[src/rtl/conv_pkg.sv]
// Shared types and sizing helpers for the convolution control path.
package conv_pkg;

  typedef enum logic [2:0] {
    IDLE,
    FETCH,
    COMPUTE,
    WRITE,
    DONE
  } conv_seq_state_t;

  function automatic int out_size(int pic, int kernel);
    return pic - kernel + 1;
  endfunction

  function automatic int clog2_min1(int v);
    return (v <= 2) ? 1 : $clog2(v);
  endfunction

endpackage

[src/rtl/conv_result_streamer.sv]
// WRITE-phase result streamer: address counter and valid/ready handshake.
// Holds data/addr stable under backpressure; pulses last on the final accepted beat.
module conv_result_streamer
  import conv_pkg::*;
#(
  parameter int WIDTH = 8,
  parameter int NPIX  = 16,
  parameter int AW    = 4
) (
  input  logic             clk,
  input  logic             rst_n,
  input  logic             start,
  input  logic             clear,
  input  logic [WIDTH-1:0] checksum,
  input  logic             out_ready,
  output logic             valid,
  output logic [WIDTH-1:0] data,
  output logic [AW-1:0]    addr,
  output logic             last
);

  logic          valid_q, valid_d;
  logic [AW-1:0] addr_q, addr_d;
  logic          hs;

  assign hs    = valid_q & out_ready & ~clear;
  assign last  = hs && (addr_q == AW'(NPIX - 1));
  assign valid = valid_q & ~clear;
  assign addr  = addr_q;
  assign data  = checksum + WIDTH'(addr_q);

  always_comb begin
    valid_d = valid_q;
    addr_d  = addr_q;
    if (clear) begin
      valid_d = 1'b0;
      addr_d  = '0;
    end else if (start) begin
      valid_d = 1'b1;
      addr_d  = '0;
    end else if (last) begin
      valid_d = 1'b0;
      addr_d  = '0;
    end else if (hs) begin
      addr_d  = addr_q + 1'b1;
    end
  end

  always_ff @(posedge clk or negedge rst_n) begin
    if (!rst_n) begin
      valid_q <= 1'b0;
      addr_q  <= '0;
    end else begin
      valid_q <= valid_d;
      addr_q  <= addr_d;
    end
  end

endmodule

[src/rtl/conv_row_sequencer.sv]
// Convolution row sequencer: fetch strips, wait compute, stream results per kernel.
// Optional CONV_SEQ_ABORT_EN adds a conv_abort input that returns any run to IDLE.
module conv_row_sequencer
  import conv_pkg::*;
#(
  parameter int WIDTH         = 8,
  parameter int KERNEL_SIZE   = 5,
  parameter int PIC_SIZE      = 28,
  parameter int CHANNEL       = 3,
  parameter int KERNEL_NUMBER = 1,
  parameter int ROW_WAIT      = 68,
  localparam int OUT_SIZE     = out_size(PIC_SIZE, KERNEL_SIZE),
  localparam int NPIX         = OUT_SIZE * OUT_SIZE,
  localparam int AW           = clog2_min1(NPIX),
  localparam int KW           = clog2_min1(KERNEL_NUMBER)
) (
  input  logic             clk,
  input  logic             rst_n,
  input  logic             conv_start,
`ifdef CONV_SEQ_ABORT_EN
  input  logic             conv_abort,
`endif
  input  logic [WIDTH-1:0] pic,
  input  logic             pic_valid,
  output logic             need_pic,
  output logic             busy,
  input  logic             out_ready,
  output logic             conv_result_valid,
  output logic [WIDTH-1:0] conv_result,
  output logic [AW-1:0]    conv_result_addr,
  output logic [KW-1:0]    conv_result_kernel,
  output logic             conv_finish
);

  localparam int PW = clog2_min1(PIC_SIZE);
  localparam int WW = clog2_min1(ROW_WAIT);
  localparam int RW = clog2_min1(OUT_SIZE);
  localparam int CW = clog2_min1(CHANNEL);

  conv_seq_state_t  state_q, state_d;
  logic             first_q, first_d;
  logic [PW-1:0]    pix_q, pix_d;
  logic [WW-1:0]    wait_q, wait_d;
  logic [RW-1:0]    row_q, row_d;
  logic [CW-1:0]    ch_q, ch_d;
  logic [KW-1:0]    kern_q, kern_d;
  logic [WIDTH-1:0] sum_q, sum_d;
  logic             wr_start, wr_last, abort_hit, last_row;

`ifdef CONV_SEQ_ABORT_EN
  assign abort_hit = conv_abort && (state_q != IDLE);
`else
  assign abort_hit = 1'b0;
`endif

  assign last_row = (row_q == RW'(OUT_SIZE - 1)) &&
                    (ch_q == CW'(CHANNEL - 1));

  always_comb begin
    state_d  = state_q;
    first_d  = 1'b0;
    pix_d    = pix_q;
    wait_d   = wait_q;
    row_d    = row_q;
    ch_d     = ch_q;
    kern_d   = kern_q;
    sum_d    = sum_q;
    wr_start = 1'b0;
    unique case (state_q)
      IDLE: begin
        if (conv_start) begin
          state_d = FETCH;
          first_d = 1'b1;
          pix_d   = '0;
          wait_d  = '0;
          row_d   = '0;
          ch_d    = '0;
          kern_d  = '0;
          sum_d   = '0;
        end
      end
      FETCH: begin
        if (pic_valid) begin
          sum_d = sum_q + pic;
          if (pix_q == PW'(PIC_SIZE - 1)) begin
            pix_d   = '0;
            state_d = COMPUTE;
          end else begin
            pix_d = pix_q + 1'b1;
          end
        end
      end
      COMPUTE: begin
        if (wait_q == WW'(ROW_WAIT - 1)) begin
          wait_d = '0;
          if (last_row) begin
            state_d  = WRITE;
            wr_start = 1'b1;
          end else begin
            state_d = FETCH;
            first_d = 1'b1;
            if (row_q == RW'(OUT_SIZE - 1)) begin
              row_d = '0;
              ch_d  = ch_q + 1'b1;
            end else begin
              row_d = row_q + 1'b1;
            end
          end
        end else begin
          wait_d = wait_q + 1'b1;
        end
      end
      WRITE: begin
        if (wr_last) begin
          if (kern_q == KW'(KERNEL_NUMBER - 1)) begin
            state_d = DONE;
          end else begin
            state_d = FETCH;
            first_d = 1'b1;
            kern_d  = kern_q + 1'b1;
            sum_d   = '0;
            row_d   = '0;
            ch_d    = '0;
          end
        end
      end
      DONE:    state_d = IDLE;
      default: state_d = IDLE;
    endcase
    // Abort overrides whatever the state logic decided this cycle
    if (abort_hit) begin
      state_d = IDLE;
      first_d = 1'b0;
      pix_d   = '0;
      wait_d  = '0;
      row_d   = '0;
      ch_d    = '0;
      kern_d  = '0;
      sum_d   = '0;
    end
  end

  always_ff @(posedge clk or negedge rst_n) begin
    if (!rst_n) begin
      state_q <= IDLE;
      first_q <= 1'b0;
      pix_q   <= '0;
      wait_q  <= '0;
      row_q   <= '0;
      ch_q    <= '0;
      kern_q  <= '0;
      sum_q   <= '0;
    end else begin
      state_q <= state_d;
      first_q <= first_d;
      pix_q   <= pix_d;
      wait_q  <= wait_d;
      row_q   <= row_d;
      ch_q    <= ch_d;
      kern_q  <= kern_d;
      sum_q   <= sum_d;
    end
  end

  conv_result_streamer #(
    .WIDTH (WIDTH),
    .NPIX  (NPIX),
    .AW    (AW)
  ) u_stream (
    .clk       (clk),
    .rst_n     (rst_n),
    .start     (wr_start),
    .clear     (abort_hit),
    .checksum  (sum_q),
    .out_ready (out_ready),
    .valid     (conv_result_valid),
    .data      (conv_result),
    .addr      (conv_result_addr),
    .last      (wr_last)
  );

  assign busy               = (state_q != IDLE);
  assign need_pic           = (state_q == FETCH) && first_q && !abort_hit;
  assign conv_finish        = (state_q == DONE) && !abort_hit;
  assign conv_result_kernel = kern_q;

endmodule

[config.mk]
export PLATFORM = sky130hd
export DESIGN_NAME = conv_row_sequencer
export DESIGN_NICKNAME = d
export VERILOG_FILES = /design/src/rtl/conv_pkg.sv /design/src/rtl/conv_result_streamer.sv /design/src/rtl/conv_row_sequencer.sv
export SDC_FILE = /design/constraint.sdc
export NUM_CORES = 1
export LEC_CHECK = 0
export BUFFER_PORTS_ARGS = -buffer_cell sky130_fd_sc_hd__buf_4
export CAP_MARGIN = 20
export CORE_UTILIZATION = 50
export CTS_BUF_LIST = sky130_fd_sc_hd__clkbuf_2 sky130_fd_sc_hd__clkbuf_4 sky130_fd_sc_hd__clkbuf_8
export DETAILED_ROUTE_END_ITERATION = 6
export PLACE_DENSITY = 0.74
export SKIP_LAST_GASP = 1
export SYNTH_ARGS = -nofsm -noshare
export SYNTH_HDL_FRONTEND = slang
export SYNTH_SLANG_ARGS = --single-unit
[constraint.sdc]
create_clock -name clk -period 4.6 [get_ports clk]
set_clock_uncertainty 0.2 [all_clocks]
set_input_delay 0.23 -clock clk [delete_from_list [all_inputs] [get_ports clk]]
set_output_delay 0.23 -clock clk [all_outputs]
set_load 0.005 [all_outputs]
==> metrics.md <==
| Metric | Value |
|---|---|
| Status | finished clean |
| Final Max Tran Viols | 0 |
| Core box area | 5140 sq um |
| Clock Latency Late Sink | 0.29 ns |
| Seq/Total Area, Yosys | 0.394 |
| WS Path Type | register to output port |
| Largest family of logic cells by synthesized area | compound AO/OA/AOI/OAI gates |
| Total CTS buffers | 5 |
| Vias in the first global route | 2,058 |
| Layout area overhead | 14.6% |
| Post-Synth Adder-Cell Area | 0.104 |
| First-pass GRT wire length | 8.89 mm |
| Post-synth EDFFs | 0 |
| Slew Limit Headroom | 0.570 |
| Global Route Usage Sum | 0.208 |
| Number of cell rows | 26 |
| Share of the synthesized area in the top cell type | 0.394 |
| Chip Height | 75.1 microns |
| Multiplexer area fraction after synthesis | 0.0164 |
| CTS tree | done |
| Synth top area cells | dfrtp_1, ha_1, o21ai_0, nand2_1, a21oi_1 |
| Slew @ Worst Pin | 0.643 ns |
| Post-Syn Instances | 288 |
| Net count, final | 355 |
| Antenna violations before repair | 0 |
| Via count | 2,213 |
| Initial Util | 0.519 |
| DIE WIDTH | 75.1 microns |
| # port buffers | 34 |
| Final setup violating endpoints | 0 |
| Clock transition at the registers of the reported paths | 0.08 ns |
| IO Count | 36 |
| DRC Markers | 0 |
| Ys async rst share | 1.00 |
| Ratio of cells with drive above 1 in the final layout | 0.147 |
| Worst Hold Class | input port to register |
| Synth cell types | 50 |
| Antenna diode count | 0 |
| PD cells | 579 nW/um^2 |
| Dpl ws | 2.08 ns |
| Most frequent cells in the layout | dfrtp_1, buf_4, o21ai_0, nand2_1, nor2_1 |
| Commonest non-fill, non-tap cell in the layout | dfrtp_1 |
| WL per Instance | 13.9 microns |
| Synthesized area per cell | 9.27 sq um |
| GP Congestion | 0.808 |
| Hold Fails Final Rpt | 0 |
| Routed Wire Length | 5.44 mm |
| Die ar. | 5630 sq um |
| Seq cells post-synth | 42 |
| F_max | 0.360 GHz |
| Tmin final | 2.78 ns |
| Period utilization | 0.605 |
| CTS sink cnt | 42 |
| Synth Net Count | 322 |
| Simple-gate share of the synthesized area | 0.196 |
| Drt via density | 5.67 |
| First DRT Iteration DRCs | 136 |
| Worst EP required | 4.17 ns |
| Ys Warns | 0 |
| Clk root buf | clkbuf_8 |
| Setup TNS | 0 ns |
| Synth Area in Compound Gates | 0.217 |
| Total gr overflow | 0 |
| Max-cap violation count | 0 |
| Detailed placement HPWL | 4.01 mm |
| CP max FO | 7 |
| Worst setup EP type | output port |
| RSZ-0062 raised after global routing | no |
| Critical Path Source Type | register |
| Setup ws final | 1.82 ns |
| Max IR drop VDD | 0.358 mV |
| Top cell type by total area after synthesis | dfrtp_1 |
| Max Root-Sink Buffers | 2 |
| Post-CTS sizing | 0 |
| Top_reg_cell synth | dfrtp_1 |
| Synthesized area | 2670 sq um |
| Xor and xnor area share after synthesis | 0.0427 |
| Largest net degree at the start of global routing | 43 |
| Drt pass-1 iters | 4 |
| Power Total | 1770 uW |
| CP Data Arrival Time | 2.35 ns |
| Post-route ant nets | 0 |
| Leakage power | 0.00141 uW |
| CTS H-tree lvls | 2 |
## power by group
group	total (uW)	switching, uW	internal [uW]	leakage [uW]
logic	928	457	471	0.000819
registers	609	132	478	0.000546
clock network	235	119	116	0.0000431
total	1770	708	1060	0.00141
## area by class of cell
type,instances,area [sq um]
fill,476,2080
multi-input combinational,229,1540
inverter,8,30.0
timing repair buffer,35,265
sequential,42,1050
clock buffer,6,82.6
tap,70,87.6
## flip-flops by register name (all words and copies together), names as in the netlist
name and cells:
u_stream.addr 10, sum_q 8, wait_q 7, pix_q 5, row_q 5, state_q 3, ch_q 2, first_q 1
u_stream.valid_q 1
## metal layers
| metal | global-route usage | wire length [microns] | vias to the layer above |
|---|---|---|---|
| met1 | 0.269 | 2670 | 1032 |
| met2 | 0.358 | 2530 | 41 |
| li1 | - | - | 1136 |
| met4 | 0.0503 | 28 | 0 |
| met3 | 0.0442 | 208 | 4 |
| met5 | 0 | 0 | - |
## final timing paths
check	from	end	slack (ns)	depth (start not counted)
max in group asynchronous	rst_n	state_q[1]	3.58	2
worst min-delay path	out_ready	u_stream.addr[0]	0.06	3
worst max register to register	state_q[0]	u_stream.addr[9]	2.09	5
worst min register to register	pix_q[4]	pix_q[4]	0.29	1
worst max-delay path	u_stream.addr[0]	conv_result[6]	1.82	8
min in group asynchronous	rst_n	u_stream.addr[6]	0.26	2
## cell families (layout without fill, tap and decap cells)
family	Yosys count	after routing
muxes	4	4
AOI/OAI and AO/OA	92	92
other	1	1
adders and majority gates	21	21
xor gates and xnor gates	13	13
and+or+nand+nor	98	98
DFF	42	42
buffers and inverters	17	49
## repair_timing
item,4_1_cts,5_1_grt
buffers inserted,0,0
hold buffers,1,0
hold endpoints to repair,42,0
## Yosys cell counts (4+ instances only)
| master | count |
|---|---|
| a22o_1 | 5 |
| clkbuf_1 | 4 |
| nor3_1 | 4 |
| o31ai_1 | 9 |
| a21o_1 | 5 |
| nor2_1 | 20 |
| a21oi_1 | 17 |
| dfrtp_1 | 42 |
| nand2_1 | 27 |
| ha_1 | 19 |
| xnor2_1 | 7 |
| or4_1 | 4 |
| nand4_1 | 4 |
| inv_1 | 8 |
| nand3_1 | 11 |
| o21ai_0 | 32 |
| xor2_1 | 6 |
| o21bai_1 | 4 |
## per-stage QoR
step | area (sq um) | hold slack [ns] | instances | utilization
final | 3060 | 0.0573 | 390 | 0.595
after global routing | 3060 | 0.0875 | 390 | 0.595
after CTS | 3060 | 0.0567 | 390 | 0.595
after detailed placement | 2970 | 0.0560 | 383 | 0.577
after global placement | 2970 | 0.0525 | 383 | 0.577
after floorplan | 2670 | -0.266 | 288 | -
## critical path: stages, from the launching register on
cell and delay [ns]:
dfrtp_1 0.46, ha_1 0.25, fa_1 0.40, a21o_1 0.20, a21oi_1 0.22, o21bai_1 0.09, a21oi_1 0.19, xnor2_1 0.13
buf_4 0.12
(Power assumes the default switching activity.)
